## config.mk

```make
export PLATFORM = sky130hd
export DESIGN_NAME = pixel_renderer_flat
export DESIGN_NICKNAME = d
export VERILOG_FILES = /design/src/rtl/vga_pkg.sv /design/src/rtl/pixel_renderer_if.sv /design/src/rtl/pixel_renderer_sprite_rom.sv /design/src/rtl/pixel_renderer.sv /design/src/flat_wrapper.sv
export SDC_FILE = /design/constraint.sdc
export NUM_CORES = 1
export LEC_CHECK = 0
export ABC_AREA = 1
export CORE_ASPECT_RATIO = 2
export CORE_MARGIN = 4
export CORE_UTILIZATION = 45
export CTS_BUF_LIST = sky130_fd_sc_hd__clkbuf_8
export DETAILED_ROUTE_END_ITERATION = 10
export PLACE_DENSITY = 0.68
export SYNTH_ARGS = -nofsm -noshare
export SYNTH_HDL_FRONTEND = slang
export SYNTH_SLANG_ARGS = --single-unit
```

## constraint.sdc

```tcl
create_clock -name clk -period 1.96 [get_ports clk]
set_input_delay 0.294 -clock clk [delete_from_list [all_inputs] [get_ports clk]]
set_output_delay 0.294 -clock clk [all_outputs]
set_load 0.1 [all_outputs]
```

## src/rtl/vga_pkg.sv

```systemverilog
// vga_pkg: shared VGA constants and colour codes for the pixel renderer.
//   Display geometry (H_ACTIVE/V_ACTIVE) and rgb332 colour constants {R3,G3,B2}.
package vga_pkg;
  typedef logic [7:0] rgb332_t;
  localparam int H_ACTIVE = 640;
  localparam int V_ACTIVE = 480;
  localparam rgb332_t COL_BLACK   = 8'h00;
  localparam rgb332_t COL_WHITE   = 8'hFF;
  localparam rgb332_t COL_PLAYER  = 8'h1C;
  localparam rgb332_t COL_ALIEN_A = 8'hE3;
  localparam rgb332_t COL_ALIEN_B = 8'h1F;
  localparam rgb332_t COL_DEBUG   = 8'hE0;
endpackage

```

## src/rtl/pixel_renderer_if.sv

```systemverilog
// pixel_renderer_if: timing-generator/game-state inputs and DAC-side outputs of the pixel renderer.
//   master: drives enable, hPos/vPos, sync inputs and game state; receives frameDone, hSync, vSync, rgb.
//   slave : the renderer side.
interface pixel_renderer_if #(parameter int N_ALIENS = 32);
  import vga_pkg::*;
  logic                enable;
  logic [9:0]          hPos, vPos;
  logic                hSyncIn, vSyncIn;
  logic [9:0]          playerX, gridX, gridY;
  logic [N_ALIENS-1:0] aliveMask;
  logic [9:0]          shotX, shotY;
  logic                shotValid;
  logic                frameDone, hSync, vSync;
  rgb332_t             rgb;
  modport master (
    output enable, hPos, vPos, hSyncIn, vSyncIn, playerX, gridX, gridY, aliveMask, shotX, shotY, shotValid,
    input  frameDone, hSync, vSync, rgb
  );
  modport slave (
    input  enable, hPos, vPos, hSyncIn, vSyncIn, playerX, gridX, gridY, aliveMask, shotX, shotY, shotValid,
    output frameDone, hSync, vSync, rgb
  );
endinterface

```

## src/rtl/pixel_renderer_sprite_rom.sv

```systemverilog
// sprite_rom: 32x16-bit alien bitmap ROM, one-clock registered read, advanced only on i_en.
//   clk, reset (async active-low), i_en (pixel tick), i_addr {shape, row}, o_data row bits (bit n = sprite column n).
//   Addresses 0..15 hold shape A (top alien row), 16..31 shape B (other rows).
module sprite_rom (
  input  logic        clk,
  input  logic        reset,
  input  logic        i_en,
  input  logic [4:0]  i_addr,
  output logic [15:0] o_data
);
  logic [15:0] w_row;
  logic [15:0] r_data;
  always_comb begin
    w_row = 16'h0000;
    case (i_addr)
      5'd0:  w_row = 16'h0FF0;
      5'd1:  w_row = 16'h3FFC;
      5'd2:  w_row = 16'h7FFE;
      5'd3:  w_row = 16'hFFFF;
      5'd4:  w_row = 16'hE7E7;
      5'd5:  w_row = 16'hE7E7;
      5'd6:  w_row = 16'hFFFF;
      5'd7:  w_row = 16'hFFFF;
      5'd8:  w_row = 16'h3C3C;
      5'd9:  w_row = 16'h6666;
      5'd10: w_row = 16'hC3C3;
      5'd11: w_row = 16'h8181;
      5'd16: w_row = 16'h0180;
      5'd17: w_row = 16'h03C0;
      5'd18: w_row = 16'h07E0;
      5'd19: w_row = 16'h0DB0;
      5'd20: w_row = 16'h1FF8;
      5'd21: w_row = 16'h1FF8;
      5'd22: w_row = 16'h0660;
      5'd23: w_row = 16'h0C30;
      5'd24: w_row = 16'h1818;
      5'd25: w_row = 16'h300C;
      default: w_row = 16'h0000;
    endcase
  end
  always_ff @(posedge clk or negedge reset)
    if (!reset) r_data <= '0;
    else if (i_en) r_data <= w_row;
  assign o_data = r_data;
endmodule

```

## src/rtl/pixel_renderer.sv

```systemverilog
// pixel_renderer: colours each pixel from a per-frame game-state snapshot (alien grid, cannon, shot).
//   clk, reset (async active-low); bus (slave): enable tick, hPos/vPos, hSyncIn/vSyncIn, game state in;
//   frameDone pulse, re-aligned hSync/vSync and rgb332 out. 3-stage pipeline advanced by enable.
//   Optional DEBUG_GRID_EN: outlines grid cells (cellX==0 or cellY==0) in COL_DEBUG.
module pixel_renderer
  import vga_pkg::*;
#(
  parameter int ALIEN_COLS = 8,
  parameter int ALIEN_ROWS = 4,
  parameter int CELL_W     = 32,
  parameter int PLAYER_Y   = 440
) (
  input logic             clk,
  input logic             reset,
  pixel_renderer_if.slave bus
);
  localparam int N  = ALIEN_COLS * ALIEN_ROWS;
  localparam int CS = $clog2(CELL_W);
  localparam int CW = $clog2(ALIEN_COLS);
  localparam int RW = $clog2(ALIEN_ROWS);
  logic [9:0]   r_player_x, r_grid_x, r_grid_y, r_shot_x, r_shot_y;
  logic [N-1:0] r_alive;
  logic         r_shot_v, r_snap_ok, r_frame_done;
  logic [2:0]   r_hs, r_vs;
  logic         w_snap, w_active, w_in_grid, w_player, w_shot, w_px, w_dbg;
  logic signed [10:0] w_rel_x, w_rel_y;
  logic [15:0]  w_rom;
  logic [$clog2(N)-1:0] w_idx;
  rgb332_t      w_rgb, r_rgb;
  logic         r1_active, r1_in_grid, r1_player, r1_shot;
  logic [CW-1:0] r1_col;
  logic [RW-1:0] r1_row;
  logic [CS-1:1] r1_cell_x, r1_cell_y;
  logic         r2_active, r2_alien, r2_row0, r2_player, r2_shot;
  logic [CS-1:1] r2_bit;
  assign w_snap    = bus.enable && bus.hPos == 10'd0 && bus.vPos == 10'(V_ACTIVE);
  assign w_active  = bus.hPos < 10'(H_ACTIVE) && bus.vPos < 10'(V_ACTIVE);
  // Zero-extended subtraction: a pixel left of / above the grid goes negative rather than wrapping.
  assign w_rel_x   = $signed({1'b0, bus.hPos}) - $signed({1'b0, r_grid_x});
  assign w_rel_y   = $signed({1'b0, bus.vPos}) - $signed({1'b0, r_grid_y});
  assign w_in_grid = !w_rel_x[10] && w_rel_x[9:0] < 10'(ALIEN_COLS * CELL_W) &&
                     !w_rel_y[10] && w_rel_y[9:0] < 10'(ALIEN_ROWS * CELL_W);
  // The cannon only appears once a real snapshot exists, so after reset the screen stays background.
  assign w_player  = r_snap_ok && bus.hPos >= r_player_x && {1'b0, bus.hPos} < {1'b0, r_player_x} + 11'd32 &&
                     bus.vPos >= 10'(PLAYER_Y) && bus.vPos < 10'(PLAYER_Y + 16);
  assign w_shot    = r_shot_v && bus.hPos >= r_shot_x && {1'b0, bus.hPos} < {1'b0, r_shot_x} + 11'd2 &&
                     bus.vPos >= r_shot_y && {1'b0, bus.vPos} < {1'b0, r_shot_y} + 11'd8;
  assign w_idx     = $clog2(N)'(int'(r1_row) * ALIEN_COLS + int'(r1_col));
  always_ff @(posedge clk or negedge reset)
    if (!reset) begin
      r_player_x   <= '0;
      r_grid_x     <= '0;
      r_grid_y     <= '0;
      r_shot_x     <= '0;
      r_shot_y     <= '0;
      r_alive      <= '0;
      r_shot_v     <= 1'b0;
      r_snap_ok    <= 1'b0;
      r_frame_done <= 1'b0;
    end else begin
      r_frame_done <= w_snap;
      if (w_snap) begin
        r_player_x <= bus.playerX;
        r_grid_x   <= bus.gridX;
        r_grid_y   <= bus.gridY;
        r_shot_x   <= bus.shotX;
        r_shot_y   <= bus.shotY;
        r_alive    <= bus.aliveMask;
        r_shot_v   <= bus.shotValid;
        r_snap_ok  <= 1'b1;
      end
    end
  always_ff @(posedge clk or negedge reset)
    if (!reset) begin
      r_hs       <= '1;
      r_vs       <= '1;
      r1_active  <= 1'b0;
      r1_in_grid <= 1'b0;
      r1_player  <= 1'b0;
      r1_shot    <= 1'b0;
      r1_col     <= '0;
      r1_row     <= '0;
      r1_cell_x  <= '0;
      r1_cell_y  <= '0;
      r2_active  <= 1'b0;
      r2_alien   <= 1'b0;
      r2_row0    <= 1'b0;
      r2_player  <= 1'b0;
      r2_shot    <= 1'b0;
      r2_bit     <= '0;
      r_rgb      <= COL_BLACK;
    end else if (bus.enable) begin
      r_hs       <= {r_hs[1:0], bus.hSyncIn};
      r_vs       <= {r_vs[1:0], bus.vSyncIn};
      r1_active  <= w_active;
      r1_in_grid <= w_in_grid;
      r1_player  <= w_player;
      r1_shot    <= w_shot;
      r1_col     <= w_rel_x[CS+CW-1:CS];
      r1_row     <= w_rel_y[CS+RW-1:CS];
      r1_cell_x  <= w_rel_x[CS-1:1];
      r1_cell_y  <= w_rel_y[CS-1:1];
      r2_active  <= r1_active;
      r2_alien   <= r1_in_grid && r_alive[w_idx];
      r2_row0    <= r1_row == '0;
      r2_player  <= r1_player;
      r2_shot    <= r1_shot;
      r2_bit     <= r1_cell_x;
      r_rgb      <= w_rgb;
    end
`ifdef DEBUG_GRID_EN
  logic r1_dbg, r2_dbg;
  always_ff @(posedge clk or negedge reset)
    if (!reset) begin
      r1_dbg <= 1'b0;
      r2_dbg <= 1'b0;
    end else if (bus.enable) begin
      r1_dbg <= w_in_grid && (w_rel_x[CS-1:0] == '0 || w_rel_y[CS-1:0] == '0);
      r2_dbg <= r1_dbg;
    end
  assign w_dbg = r2_dbg;
`else
  assign w_dbg = 1'b0;
`endif
  // Sprites are 16x16 scaled x2, so the ROM row/bit are the cell offsets with the LSB dropped.
  sprite_rom u_rom (
    .clk   (clk),
    .reset (reset),
    .i_en  (bus.enable),
    .i_addr({r1_row != '0, r1_cell_y}),
    .o_data(w_rom)
  );
  assign w_px  = w_rom[r2_bit];
  assign w_rgb = !r2_active         ? COL_BLACK  :
                 r2_shot            ? COL_WHITE  :
                 r2_player          ? COL_PLAYER :
                 w_dbg              ? COL_DEBUG  :
                 (r2_alien && w_px) ? (r2_row0 ? COL_ALIEN_A : COL_ALIEN_B) : COL_BLACK;
  assign bus.frameDone = r_frame_done;
  assign bus.hSync     = r_hs[2];
  assign bus.vSync     = r_vs[2];
  assign bus.rgb       = r_rgb;
endmodule

```

## src/flat_wrapper.sv

```systemverilog
// flat-port wrapper written by rule: the top's interface ports become plain ports
module pixel_renderer_flat import vga_pkg::*;
#(
  parameter int ALIEN_COLS = 8,
  parameter int ALIEN_ROWS = 4,
  parameter int CELL_W     = 32,
  parameter int PLAYER_Y   = 440
)
  (clk, reset, bus_enable, bus_hPos, bus_vPos, bus_hSyncIn, bus_vSyncIn, bus_playerX, bus_gridX, bus_gridY, bus_aliveMask, bus_shotX, bus_shotY, bus_shotValid, bus_frameDone, bus_hSync, bus_vSync, bus_rgb);
  pixel_renderer_if bus_i ();
  input logic clk;
  input logic reset;
  input wire logic [$bits(bus_i.enable)-1:0] bus_enable;
  input wire logic [$bits(bus_i.hPos)-1:0] bus_hPos;
  input wire logic [$bits(bus_i.vPos)-1:0] bus_vPos;
  input wire logic [$bits(bus_i.hSyncIn)-1:0] bus_hSyncIn;
  input wire logic [$bits(bus_i.vSyncIn)-1:0] bus_vSyncIn;
  input wire logic [$bits(bus_i.playerX)-1:0] bus_playerX;
  input wire logic [$bits(bus_i.gridX)-1:0] bus_gridX;
  input wire logic [$bits(bus_i.gridY)-1:0] bus_gridY;
  input wire logic [$bits(bus_i.aliveMask)-1:0] bus_aliveMask;
  input wire logic [$bits(bus_i.shotX)-1:0] bus_shotX;
  input wire logic [$bits(bus_i.shotY)-1:0] bus_shotY;
  input wire logic [$bits(bus_i.shotValid)-1:0] bus_shotValid;
  output wire logic [$bits(bus_i.frameDone)-1:0] bus_frameDone;
  output wire logic [$bits(bus_i.hSync)-1:0] bus_hSync;
  output wire logic [$bits(bus_i.vSync)-1:0] bus_vSync;
  output wire logic [$bits(bus_i.rgb)-1:0] bus_rgb;
  assign bus_i.enable = bus_enable;
  assign bus_i.hPos = bus_hPos;
  assign bus_i.vPos = bus_vPos;
  assign bus_i.hSyncIn = bus_hSyncIn;
  assign bus_i.vSyncIn = bus_vSyncIn;
  assign bus_i.playerX = bus_playerX;
  assign bus_i.gridX = bus_gridX;
  assign bus_i.gridY = bus_gridY;
  assign bus_i.aliveMask = bus_aliveMask;
  assign bus_i.shotX = bus_shotX;
  assign bus_i.shotY = bus_shotY;
  assign bus_i.shotValid = bus_shotValid;
  assign bus_frameDone = bus_i.frameDone;
  assign bus_hSync = bus_i.hSync;
  assign bus_vSync = bus_i.vSync;
  assign bus_rgb = bus_i.rgb;
  pixel_renderer #(.ALIEN_COLS(ALIEN_COLS), .ALIEN_ROWS(ALIEN_ROWS), .CELL_W(CELL_W), .PLAYER_Y(PLAYER_Y)) u_core (.clk(clk), .reset(reset), .bus(bus_i));
endmodule
```

After elaboration in Yosys (flattened, before gate mapping)

Memories as Yosys holds them, arrays and structs flattened. A register that Yosys moved wholly into a read port is not among the register bits.
Index checks and enable logic that the tools add are counted.

Register bits: 125
Bits in latches: 0
RAM bits: 0
Memory bits (read-only): 512
Input port bits: 108
Output and inout port bits: 11
Word-level logic and storage cells: 79
Memories kept: 1

Memories:

| memory           | words | width | read ports | clocked after Yosys merged registers in | wr ports | RTL line                        | text |
|---|---|---|---|---|---|---|---|
| (name not given) | 32    | 16    | 1          | 1                                       | 0        | pixel_renderer_sprite_rom.sv:15 | `case (i_addr)` |

Add/subtract/negate cells: 6
Multipliers: 0
Div/mod/pow operators: 0
Magnitude comparators: 14
Equal/unequal tests: 1
Shift operators: 0
Mux-type cells: 9
Bitwise gates (word level): 0
Reduce and logical (&&, ||, !) cells: 22

Operators by type and width:

| kind                                                                                 | number |
|---|---|
| 8-bit 2-to-1 mux                                                                     | 5 |
| 10-bit by 11-bit less-than comparator with 1-bit output                              | 3 |
| 10-bit greater-or-equal comparator                                                   | 3 |
| 10-bit by 9-bit less-than comparator with 1-bit output, second input constant        | 3 |
| 10-bit by 10-bit subtractor with 11-bit output                                       | 2 |
| 1-bit logical AND                                                                    | 16 |
| 10-bit by 2-bit adder with 11-bit output, second input constant                      | 1 |
| 10-bit by 4-bit adder with 11-bit output, second input constant                      | 1 |
| 10-bit by 6-bit adder with 11-bit output, second input constant                      | 1 |
| 10-bit by 9-bit equality test with 1-bit output, second input constant               | 1 |
| 10-bit by 9-bit greater-or-equal comparator with 1-bit output, second input constant | 1 |
| 10-bit zero test                                                                     | 1 |
| 10-bit less-than comparator, second input constant                                   | 1 |
| 10-bit by 8-bit less-than comparator with 1-bit output, second input constant        | 1 |
| 5-bit by 6-bit less-than comparator with 1-bit output, second input constant         | 1 |
| 5-bit by 3-bit adder with 5-bit output                                               | 1 |
| 1-bit binary-select mux with 5-bit select                                            | 1 |
| 4-bit by 5-bit less-than comparator with 1-bit output, second input constant         | 1 |
| 1-bit binary-select mux with 4-bit select                                            | 1 |
| 1-bit zero test                                                                      | 3 |
| 2-bit zero test                                                                      | 1 |
| 1-bit 2-to-1 mux                                                                     | 2 |
| 2-bit nonzero test                                                                   | 1 |

Depth between registers and ports, before layout

Gate-level depths: netlist of the first run.

Depth in word-level cells: 7
Gate-level depth with buffers: 15
Depth with buffers taken out: 15

Modules after synthesis

A second synthesis of the first run with hierarchy kept.

Cell total of the unflattened synthesis: 1,103
Area, all modules: 8,232.9 um^2

By module, submodules not included:

| module         | instances | cells an instance | area an instance (um^2) | sequential area each (um^2) |
|---|---|---|---|---|
| pixel_renderer | 1         | 1,028             | 7,657.3                 | 3,010.4 |
| sprite_rom     | 1         | 75                | 575.6                   | 200.2 |

Least setup slack after synthesis of the first run

OpenSTA, ideal clock, no wires.

Path kind: register -> register
Start: reg u_core.r_shot_y[3]
End: reg u_core.r1_shot
Library setup time: 0.117 ns
Arrival time: 1.676 ns
Required time: 1.843 ns
Slack: 0.166 ns
Stages on the path, launching flop included: 14
Buffers on the path: 0
Period minus slack after synthesis: 1.794 ns
Cells stage by stage: dfrtp_1 > ha_1 > nand2_1 > nor2_1 > nand3_1 > xor2_1 > ha_1 > nand2_1 > nor2_1 > nand3_1 > nor2_1 > nor2_1 > nand3_1 > nand2_1

Cells in the longest elaborated chain, start to end: 3
Elaborated cells between the ends (all ways): 5
Those cells by class: add/sub (1); order compare (2); reduce/logical (2)

RTL lines:

| element                                                                                               | RTL line                                   | text |
|---|---|---|
| from (decl)                                                                                           | pixel_renderer.sv:21                       | `logic [9:0] r_player_x, r_grid_x, r_grid_y, r_shot_x, r_shot_y;` |
| from (signal assigned)                                                                                | pixel_renderer.sv:67                       | `r_shot_y <= bus.shotY;` |
| 10-bit by 4-bit adder with 11-bit output / 10-bit greater-or-equal comparator (equally long branches) | pixel_renderer.sv:47                       | `bus.vPos >= r_shot_y && {1'b0, bus.vPos} < {1'b0, r_shot_y} + 11'd8;` |
| 10-bit by 11-bit less-than comparator with 1-bit output / 1-bit logical AND (equally long branches)   | pixel_renderer.sv:47, pixel_renderer.sv:46 |  |
| 1-bit logical AND (*)                                                                                 | pixel_renderer.sv:47                       |  |
| to (signal assigned)                                                                                  | pixel_renderer.sv:98                       | `r1_shot <= w_shot;` |
| to (decl)                                                                                             | pixel_renderer.sv:30                       | `logic r1_active, r1_in_grid, r1_player, r1_shot;` |

Mark *: on every way between the ends. The rest lies on a longest branch, timed or not.
A chain may end at the register's enable or synchronous reset.

Final worst setup path of the first run

Same ends and word-level chain as after synthesis.

==> flow_results.xml, run 1 <==
<?xml version="1.0" encoding="UTF-8"?>
<metrics>
  <group name="placed_design">
    <metric name="place_hpwl" unit="mm">17.3</metric>
    <metric name="gp_congestion" unit="">0.861</metric>
    <metric name="dpl_cell_area" unit="mm^2">0.00999</metric>
    <metric name="buffer_ports.inserted" unit="">118</metric>
    <metric name="placement.setup.worst_slack" unit="ns">-0.508</metric>
  </group>
  <group name="cts">
    <metric name="ctsHtreeMaxLevel" unit="">4</metric>
    <metric name="clkSinkCount" unit="">128</metric>
    <metric name="worst_setup_hold_path_clk_slew" unit="ns">0.08</metric>
    <metric name="cts-buffers-inserted" unit="">17</metric>
    <metric name="tritoncts" unit="">built</metric>
    <metric name="max_root_sink_buffers" unit="">2</metric>
    <metric name="cts-root-buf" unit="">sky130_fd_sc_hd__clkbuf_8</metric>
    <metric name="clkLatencyLatePin" unit="ns">0.46</metric>
  </group>
  <group name="yosys">
    <metric name="syn_avg_cell_area" unit="um^2">7.45</metric>
    <metric name="synthDominantAreaCellType" unit="">sky130_fd_sc_hd__dfrtp_1</metric>
    <metric name="synth_area_leaders" unit="">sky130_fd_sc_hd__dfrtp_1, sky130_fd_sc_hd__nand2_1, sky130_fd_sc_hd__ha_1</metric>
    <metric name="postSynthNetCount" unit="">1271</metric>
    <metric name="post-synth-top-area-fraction" unit="">0.377</metric>
    <metric name="post_synth_xor_area_fraction" unit="">0.0206</metric>
    <metric name="synth.ff_latch_count" unit="">128</metric>
    <metric name="muxShareOfSynthArea" unit="">0</metric>
    <metric name="synthAdderAreaFrac" unit="">0.121</metric>
    <metric name="synth-compound-area-share" unit="">0.116</metric>
    <metric name="synthesis.yosys.warnings" unit="">0</metric>
    <metric name="synth_edf_count" unit="">0</metric>
    <metric name="synth_simple_gate_area_share" unit="">0.255</metric>
    <metric name="synth-seq-area-share" unit="">0.397</metric>
    <metric name="async_reset_ff_frac" unit="">1.00</metric>
    <metric name="synth_flop_cell" unit="">sky130_fd_sc_hd__dfrtp_1</metric>
    <metric name="ys_types" unit="">36</metric>
    <metric name="postSynthCellCount" unit="">1086</metric>
    <metric name="synthesis.area" unit="mm^2">0.00810</metric>
    <metric name="synth_top_family_by_area" unit="">simple AND/OR/NAND/NOR gates</metric>
  </group>
  <group name="final_layout">
    <metric name="fin_nets" unit="">1459</metric>
    <metric name="layout_common_cells" unit="">sky130_fd_sc_hd__nand2_1, sky130_fd_sc_hd__inv_1, sky130_fd_sc_hd__dfrtp_1, sky130_fd_sc_hd__clkdlybuf4s50_1, sky130_fd_sc_hd__buf_4</metric>
    <metric name="final.fill_count" unit="">1605</metric>
    <metric name="diodes" unit="">0</metric>
    <metric name="mostFrequentLayoutCell" unit="">sky130_fd_sc_hd__nand2_1</metric>
    <metric name="areaGrowthSynthToFinish" unit="%">30.6</metric>
    <metric name="post_route_cells_drive_above_1_share" unit="">0.128</metric>
    <metric name="final_cell_area" unit="mm^2">0.0106</metric>
  </group>
  <group name="grt">
    <metric name="grt.overflow.total" unit="">0</metric>
    <metric name="use_met3" unit="">0.0361</metric>
    <metric name="grt_first_pass_wirelength" unit="mm">35.3</metric>
    <metric name="grt.met1_usage" unit="">0.223</metric>
    <metric name="met2_track_usage_gr" unit="">0.422</metric>
    <metric name="first_global_vias" unit="">7680</metric>
    <metric name="grt_most_used_layer" unit="">met2</metric>
    <metric name="antenna_violations_before_repair" unit="">0</metric>
    <metric name="grt_start_max_net_pins" unit="">80</metric>
    <metric name="grt.total_usage" unit="">0.226</metric>
  </group>
  <group name="timing">
    <metric name="grt_setup_unrepaired" unit="">true</metric>
    <metric name="period_share" unit="">1.02</metric>
    <metric name="hold_violations" unit="">0</metric>
    <metric name="finalMaxSlewViolations" unit="">0</metric>
    <metric name="post-route-worst-setup-slack" unit="ns">-0.0471</metric>
    <metric name="maxClockFrequency" unit="GHz">0.498</metric>
    <metric name="max_slew_margin" unit="">0.624</metric>
    <metric name="period_minus_slack" unit="ns">2.01</metric>
    <metric name="final-setup-viol-count" unit="">1</metric>
    <metric name="fin_worst_skew" unit="ns">0.0139</metric>
    <metric name="worst-slew-pin-transition" unit="ns">0.562</metric>
  </group>
  <group name="min_path">
    <metric name="min-delay-path-class" unit="">in2reg</metric>
    <metric name="timing.hold.worst.start" unit="">bus_hSyncIn</metric>
  </group>
  <group name="worst_setup_path">
    <metric name="worst_path_max_delay_cell" unit="">sky130_fd_sc_hd__dfrtp_1</metric>
    <metric name="timing.critical_path.to_type" unit="">flip-flop</metric>
    <metric name="setup.worst_path.class" unit="">reg2reg</metric>
    <metric name="r2r_start" unit="">u_core.r_shot_y[3]</metric>
    <metric name="r2r_end" unit="">u_core.r1_shot</metric>
    <metric name="required_time_at_the_worst_slack_endpoint" unit="ns">2.31</metric>
    <metric name="worstSetupStartpoint" unit="">u_core.r_shot_y[3]</metric>
    <metric name="timing.critical_path.cells" unit="">ha_4, buf_4, xnor2_2, ha_1, nand2_1, o21ai_0, nand2_1, o211ai_1, nor2_2, nand3_1, nand2_1</metric>
    <metric name="critical_path.most_common_cell" unit="">sky130_fd_sc_hd__nand2_1</metric>
    <metric name="startpoint_type" unit="">flip-flop</metric>
    <metric name="critical_path.endpoint" unit="">u_core.r1_shot</metric>
    <metric name="r2r_setup_slack" unit="ns">-0.05</metric>
    <metric name="cp_max_fo" unit="">3</metric>
    <metric name="slowest_delay" unit="ns">0.43</metric>
    <metric name="timing.critical_path.arrival" unit="ns">2.36</metric>
    <metric name="worst-r2r-cell-count" unit="">11</metric>
  </group>
  <group name="route">
    <metric name="dr.first_iter.drc_count" unit="">240</metric>
    <metric name="route.antenna.remaining_nets" unit="">0</metric>
    <metric name="routed_wl" unit="mm">22.0</metric>
    <metric name="vias" unit="">7673</metric>
    <metric name="first_pass_iters" unit="">4</metric>
    <metric name="residual_drc" unit="">0</metric>
    <metric name="routed_wire_length_per_instance" unit="um">14.7</metric>
    <metric name="vias_per_cell" unit="">5.12</metric>
  </group>
  <group name="floorplan">
    <metric name="fp.dieArea" unit="mm^2">0.0203</metric>
    <metric name="die_h" unit="um">198</metric>
    <metric name="core_region_area" unit="mm^2">0.0177</metric>
    <metric name="start_util" unit="">0.457</metric>
    <metric name="number_of_top_level_design_ports" unit="">119</metric>
    <metric name="std_cell_rows" unit="">69</metric>
    <metric name="die_w" unit="um">103</metric>
  </group>
  <group name="pwr">
    <metric name="worst_ir_drop_vdd" unit="uV">553</metric>
    <metric name="power.switching_fraction" unit="">0.268</metric>
    <metric name="pwr-share-clk" unit="">0.405</metric>
    <metric name="internal_power" unit="W">0.00474</metric>
    <metric name="pwr-share-comb" unit="">0.162</metric>
    <metric name="seqPwrFrac" unit="">0.433</metric>
    <metric name="power.density" unit="mW/mm^2">613</metric>
    <metric name="total_leakage_power" unit="nW">5.56</metric>
    <metric name="switching_power" unit="W">0.00174</metric>
  </group>
  <group name="flow_run">
    <metric name="drv.max_cap_violation_count" unit="">0</metric>
  </group>
  <group name="run_status">
    <metric name="failed_checks" unit="">negative setup slack</metric>
    <metric name="outcome" unit="">finished, violations left</metric>
  </group>
</metrics>
power by group through the flow:
| stage | clock network, W | registers, W | logic (W) |
|---|---|---|---|
| final | 0.00262 | 0.00281 | 0.00105 |
| after CTS | 0.00269 | 0.00281 | 0.00106 |
| after global routing | 0.00279 | 0.00282 | 0.00118 |
| after detailed placement | 0 | 0.00286 | 0.00105 |
| after global placement | 0 | 0.00285 | 0.00104 |
| after floorplan | 0 | 0.00286 | 0.000465 |
flip-flops by register name, indices dropped and copies added (netlist names), 3 cells and up:
name / flops
u_core.r2_bit: 4
u_core.r_player_x: 10
u_core.r_shot_x: 10
u_core.r_grid_x: 10
u_core.r1_col: 3
u_core.r_shot_y: 10
u_core.r_grid_y: 10
u_core.r_hs: 3
u_core.r1_cell_x: 4
u_core.r1_cell_y: 4
u_core.r_vs: 3
u_core.r_alive: 32
u_core.u_rom.o_data: 8
u_core.bus.rgb: 3
stage by stage:
step	TNS (ns)	util	hold slack, ns	total power [W]	std cells
floorplan	0	-	-0.00159	0.00333	1086
global placement	-39.12	0.564	0.312	0.00389	1463
detailed placement	-41.39	0.564	0.317	0.00390	1463
CTS	-0.0822	0.592	0.326	0.00655	1497
global route	-0.190	0.598	0.358	0.00679	1499
finish	-0.0471	0.598	0.354	0.00648	1499
cell usage after synthesis, drive strengths merged (6+ instances only):
master and count:
nand2 365, dfrtp 122, o21ai 108, o21bai 6
buf 24, xor2 14, ha 75, dfstp 6
nor3 8, clkbuf 14, or2 6, nand3 46
nor2 72, a21oi 39, nand4 12, o22ai 11
inv 133
how the worst min path moves through the flow:
stage / end / cells after the start / slack (ns)
4_1_cts: u_core.r_hs[0] / 3 / 0.33
6_report: u_core.r_hs[0] / 3 / 0.35
5_1_grt: u_core.r_hs[0] / 3 / 0.36
3_3_place_gp: u_core.r_shot_y[7] / 2 / 0.31
2_1_floorplan: u_core.bus.frameDone / 0 / -0.002
3_5_place_dp: u_core.r_shot_y[7] / 2 / 0.32
worst max-delay path, delay by kind of cell, from the launching register on:
kind                     cells  cell delay [ns]
buffers and inverters        1             0.13
AO/OA/AOI/OAI                2             0.33
XOR/XNOR                     1             0.14
adder cells (fa/ha/maj)      2             0.48
flip-flops                   1             0.43
AND/OR/NAND/NOR              5             0.39
kinds of logic (layout without fill, tap and decap cells):
group           Yosys count  after routing
buf+inv                 172            372
flops                   128            128
fa+ha+maj                77             77
xor+xnor                 19             19
simple gates            514            514
compound gates          176            176
what timing repair did:
item | in CTS | in global routing
hold endpoints to repair | 122 | 0
hold buffers | 1 | 0
cloned | 0 | 0
endpoints found under the setup margin | 16 | 3
pin swaps | 2 | 8
buffers inserted | 2 | 2
gates resized for setup | 6 | 20
per-layer routing:
| layer | up-vias | share of wire |
|---|---|---|
| li1 | 3854 | - |
| met4 | 0 | 0.068 |
| met5 | - | 0 |
| met1 | 3560 | 0.35 |
| met3 | 80 | 0.031 |
| met2 | 179 | 0.55 |
area by class of cell:
class / count / area (um^2) / area share
clock inverters: 14 / 215 / 0.0203
clock buffers: 17 / 234 / 0.0221
flip-flops and latches: 128 / 3210 / 0.304
repair buffers: 207 / 1900 / 0.179
multi-input cells: 786 / 4250 / 0.402
well taps: 213 / 267 / 0.0252
inverters: 134 / 504 / 0.0477
No activity file was read; power rests on OpenSTA's default activity.
==> inputs of run 2 (changes only) <==
--- a/config.mk
+++ b/config.mk
@@ -10,6 +10,7 @@
 export CORE_MARGIN = 4
 export CORE_UTILIZATION = 45
 export CTS_BUF_LIST = sky130_fd_sc_hd__clkbuf_8
+export CTS_CLUSTER_SIZE = 40
 export DETAILED_ROUTE_END_ITERATION = 10
 export PLACE_DENSITY = 0.68
 export SYNTH_ARGS = -nofsm -noshare
==> results of run 2 <==
Same layout as run 1: the final DEF is identical, and so are final timing and power.
==> variant 1 (config.mk and constraints of run 1) <==
Add a define of `DEBUG_GRID_EN`.
--- a/src/rtl/pixel_renderer.sv
+++ b/src/rtl/pixel_renderer.sv
@@ -2,6 +2,8 @@
 //   clk, reset (async active-low); bus (slave): enable tick, hPos/vPos, hSyncIn/vSyncIn, game state in;
 //   frameDone pulse, re-aligned hSync/vSync and rgb332 out. 3-stage pipeline advanced by enable.
 //   Optional DEBUG_GRID_EN: outlines grid cells (cellX==0 or cellY==0) in COL_DEBUG.
+`define DEBUG_GRID_EN
+
 module pixel_renderer
   import vga_pkg::*;
 #(
Function: changed (a bounded check fails within 4 cycles, from zero or initial values and one cycle with reset low).
==> variant 1 against run 1 <==
The run still ends with setup timing left. Cell area is 5.1% higher. Setup slack worse by 0.077 ns. Clock skew hardly changed. Sequential cell count is 2 higher. Critical path depth is 1 higher. Wire length hardly changed. Power is 3.2% lower. Synthesized area is 6.9% higher. Hold slack worse by 0.19 ns. Fmax is 3.7% lower. Sequential power is 1% higher.
==> variant 1: results (changes against run 1) <==
run_status:
  run_status: "finished, violations left"  # unchanged
  failed_checks: "setup timing"  # unchanged
setup_path:
  rr_worst_depth: 12  # was 11
  cp_slowest_stage_delay_ns: 0.36  # was 0.43 ns
  cp_max_fo: 2  # was 3
  worst_ep_arrival_time_ns: 2.49  # was 2.36 ns
timing:
  layout_setup_ws_ns: -0.124  # was -0.0471 ns
  worstMarginPinSlew_ns: 0.485  # was 0.562 ns
  skew_ns: 0.0139  # about the same
  setup_viol: 1  # unchanged
  timing.hold.ws_ns: 0.166  # was 0.354 ns
layout:
  nNonClkInverters: 253  # was 134
  multiInputGateArea_mm2: 0.00426  # was 0.00425 mm^2
  buffer_area_frac: 0.174  # was 0.179
  buffers: 212  # was 207
  final_area_mm2: 0.0111  # was 0.0106 mm^2
  layout-drive-gt1-share: 0.123  # was 0.128
pwr:
  pwr-share-clk: 0.372  # was 0.405
  vdd_drop_max_uv: 395  # was 553 uV
  power.share.sequential: 0.454  # was 0.433
  p_int_mw: 4.37  # was 4.74 mW
detailed_routing:
  drt-initial-drc-count: 306  # was 240
yosys:
  ys_seq_area_frac: 0.377  # was 0.397
  synth-adder-area-share: 0.116  # was 0.121
  synth_area_leaders: "dfrtp_1, nand2_1, ha_1, inv_1, o21ai_1"  # was dfrtp_1, nand2_1, ha_1, inv_1, o21ai_0
global_routing:
  grt_pass1_wl_mm: 36.2  # was 35.3 mm
==> variant 1: changes by cell type after synthesis, moves of 5 or more <==
| cell | change |
|---|---|
| o21ai_0 | -29 |
| o22ai_1 | -6 |
| nand3_1 | +16 |
| inv_1 | +118 |
| nand2_1 | -94 |
| buf_6 | +6 |
| nor2_1 | -21 |
| o21ai_1 | +58 |
| buf_2 | -5 |
| a21oi_1 | +9 |
| nor3_1 | +6 |
==> variant 1: through the flow <==
| step | instances | util | power (mW) |
|---|---|---|---|
| 6_report | 1628 | 0.590 | 6.27 |
| 5_1_grt | 1628 | 0.590 | 6.57 |
| 4_1_cts | 1628 | 0.587 | 6.35 |
| 3_5_place_dp | 1595 | 0.565 | 3.99 |
| 3_3_place_gp | 1595 | 0.565 | 3.97 |
| 2_1_floorplan | 1167 | - | 3.38 |
==> variant 1: layer usage <==
layer	part of all wire	vias to the layer above	GRT usage
li1	-	4089	-
met1	0.36	3634	0.202
met2	0.56	179	0.413
met3	0.030	68	0.0275
met4	0.054	0	0.130
met5	0	-	0
==> variant 2 (flow settings as in run 1) <==
Made on the original files. Register the output `bus.hSync`, without a reset; this adds one clock of latency there.
--- a/src/rtl/pixel_renderer.sv
+++ b/src/rtl/pixel_renderer.sv
@@ -137,7 +137,9 @@
                  w_dbg              ? COL_DEBUG  :
                  (r2_alien && w_px) ? (r2_row0 ? COL_ALIEN_A : COL_ALIEN_B) : COL_BLACK;
   assign bus.frameDone = r_frame_done;
-  assign bus.hSync     = r_hs[2];
+  always_ff @(posedge clk) begin
+      bus.hSync <= r_hs[2];
+  end
   assign bus.vSync     = r_vs[2];
   assign bus.rgb       = r_rgb;
 endmodule
Function: changed (Yosys sat finds a counterexample within 4 cycles, from zero or initial values and one cycle with reset low).
==> variant 2 against run 1 <==
Power is 6.4% lower. Hold slack worse by 0.082 ns. Critical path type unchanged. Synthesized area is 0.25% higher. Cell count is 0.40% higher. Cell area is 0.64% lower. Clock power is 16% lower. Die area is 0.23% higher. Non-clock buffer count is 4 higher. Sequential cell count is 1 higher. Highest routed layer unchanged. Wire length is 0.70% higher. The flow still finishes with violations (setup timing). Setup slack worse by 0.012 ns. Largest cell class unchanged.
==> variant 2: results (changes against run 1) <==
run_status:
  run_status: "finished, violations left"  # unchanged
  failed_checks: "setup timing"  # unchanged
detailed_routing:
  num_vias: 7620  # was 7673
  wl_met2_mm: 12.3  # was 12.0 mm
  wl_met1_mm: 7.89  # was 7.81 mm
  dr_wl_met3_um: 730  # was 674 um
  wirelength_mm: 22.2  # was 22.0 mm
pwr:
  clock_power_mw: 2.20  # was 2.62 mW
  power.share.sequential: 0.467  # was 0.433
  p_sw_frac: 0.292  # was 0.268
global_routing:
  grt_use_met1: 0.229  # was 0.223
  grtUsageMet2: 0.432  # was 0.422
  grt_pass1_vias: 7826  # was 7680
  grtUsageTotal: 0.230  # was 0.226
  grt_max_degree: 70  # was 80
  met3_usage: 0.0356  # was 0.0361
  grt_pass1_wl_mm: 36.1  # was 35.3 mm
timing:
  setup_viol: 1  # unchanged
  layout_setup_ws_ns: -0.0590  # was -0.0471 ns
  skew_ns: 0.00987  # was 0.0139 ns
  timing.hold.ws_ns: 0.271  # was 0.354 ns
yosys:
  synth_area_per_cell_um2: 7.47  # was 7.45 um^2
  synth_compound_area_frac: 0.116  # about the same
  synth_area_leaders: "dfrtp_1, nand2_1, ha_1, inv_1, o21ai_0"  # unchanged
  synth_cell_types: 37  # was 36
  synth-adder-area-share: 0.121  # about the same
  synth_xor_area_frac: 0.0205  # was 0.0206
placement:
  gp_congestion: 0.903  # was 0.861
  place_area_mm2: 0.0100  # was 0.00999 mm^2
  dp_hpwl_mm: 17.6  # was 17.3 mm
setup_path:
  worst_ep_arrival_time_ns: 2.40  # was 2.36 ns
  regToRegStartpoint: "u_core.r_shot_x[1]$_DFFE_PN0P_"  # was u_core.r_shot_y[3]$_DFFE_PN0P_
layout:
  layout-drive-gt1-share: 0.129  # was 0.128
  fillers: 1676  # was 1605
[variant 2: changes by cell type after synthesis]
cell     before  now
dfxtp_1       0    1
[variant 2: worst max-delay path: cells and delay by family, from the launching register on]
| kind | cells | cell delay, ns |
|---|---|---|
| AOI/OAI and AO/OA | 1 | 0.12 |
| xor gates and xnor gates | 1 | 0.26 |
| adders and majority gates | 2 | 0.47 |
| buffers and inverters | 1 | 0.05 |
| DFF | 1 | 0.37 |
| and+or+nand+nor | 7 | 0.69 |
[variant 2: through the flow]
stage	worst slack (ns)	TNS (ns)
final	-0.0590	-0.0590
after CTS	-0.0614	-0.0614
after floorplan	0.166	0
after global routing	-0.206	-0.206
after detailed placement	-0.410	-17.46
after global placement	-0.416	-16.26
[variant 2: cell type report]
type / instances / share of cell area
multi-input cells: 786 / 0.401
flip-flops and latches: 129 / 0.307
inverters: 134 / 0.0480
clock inverters: 14 / 0.0124
repair buffers: 211 / 0.182
well taps: 213 / 0.0254
clock buffers: 18 / 0.0236
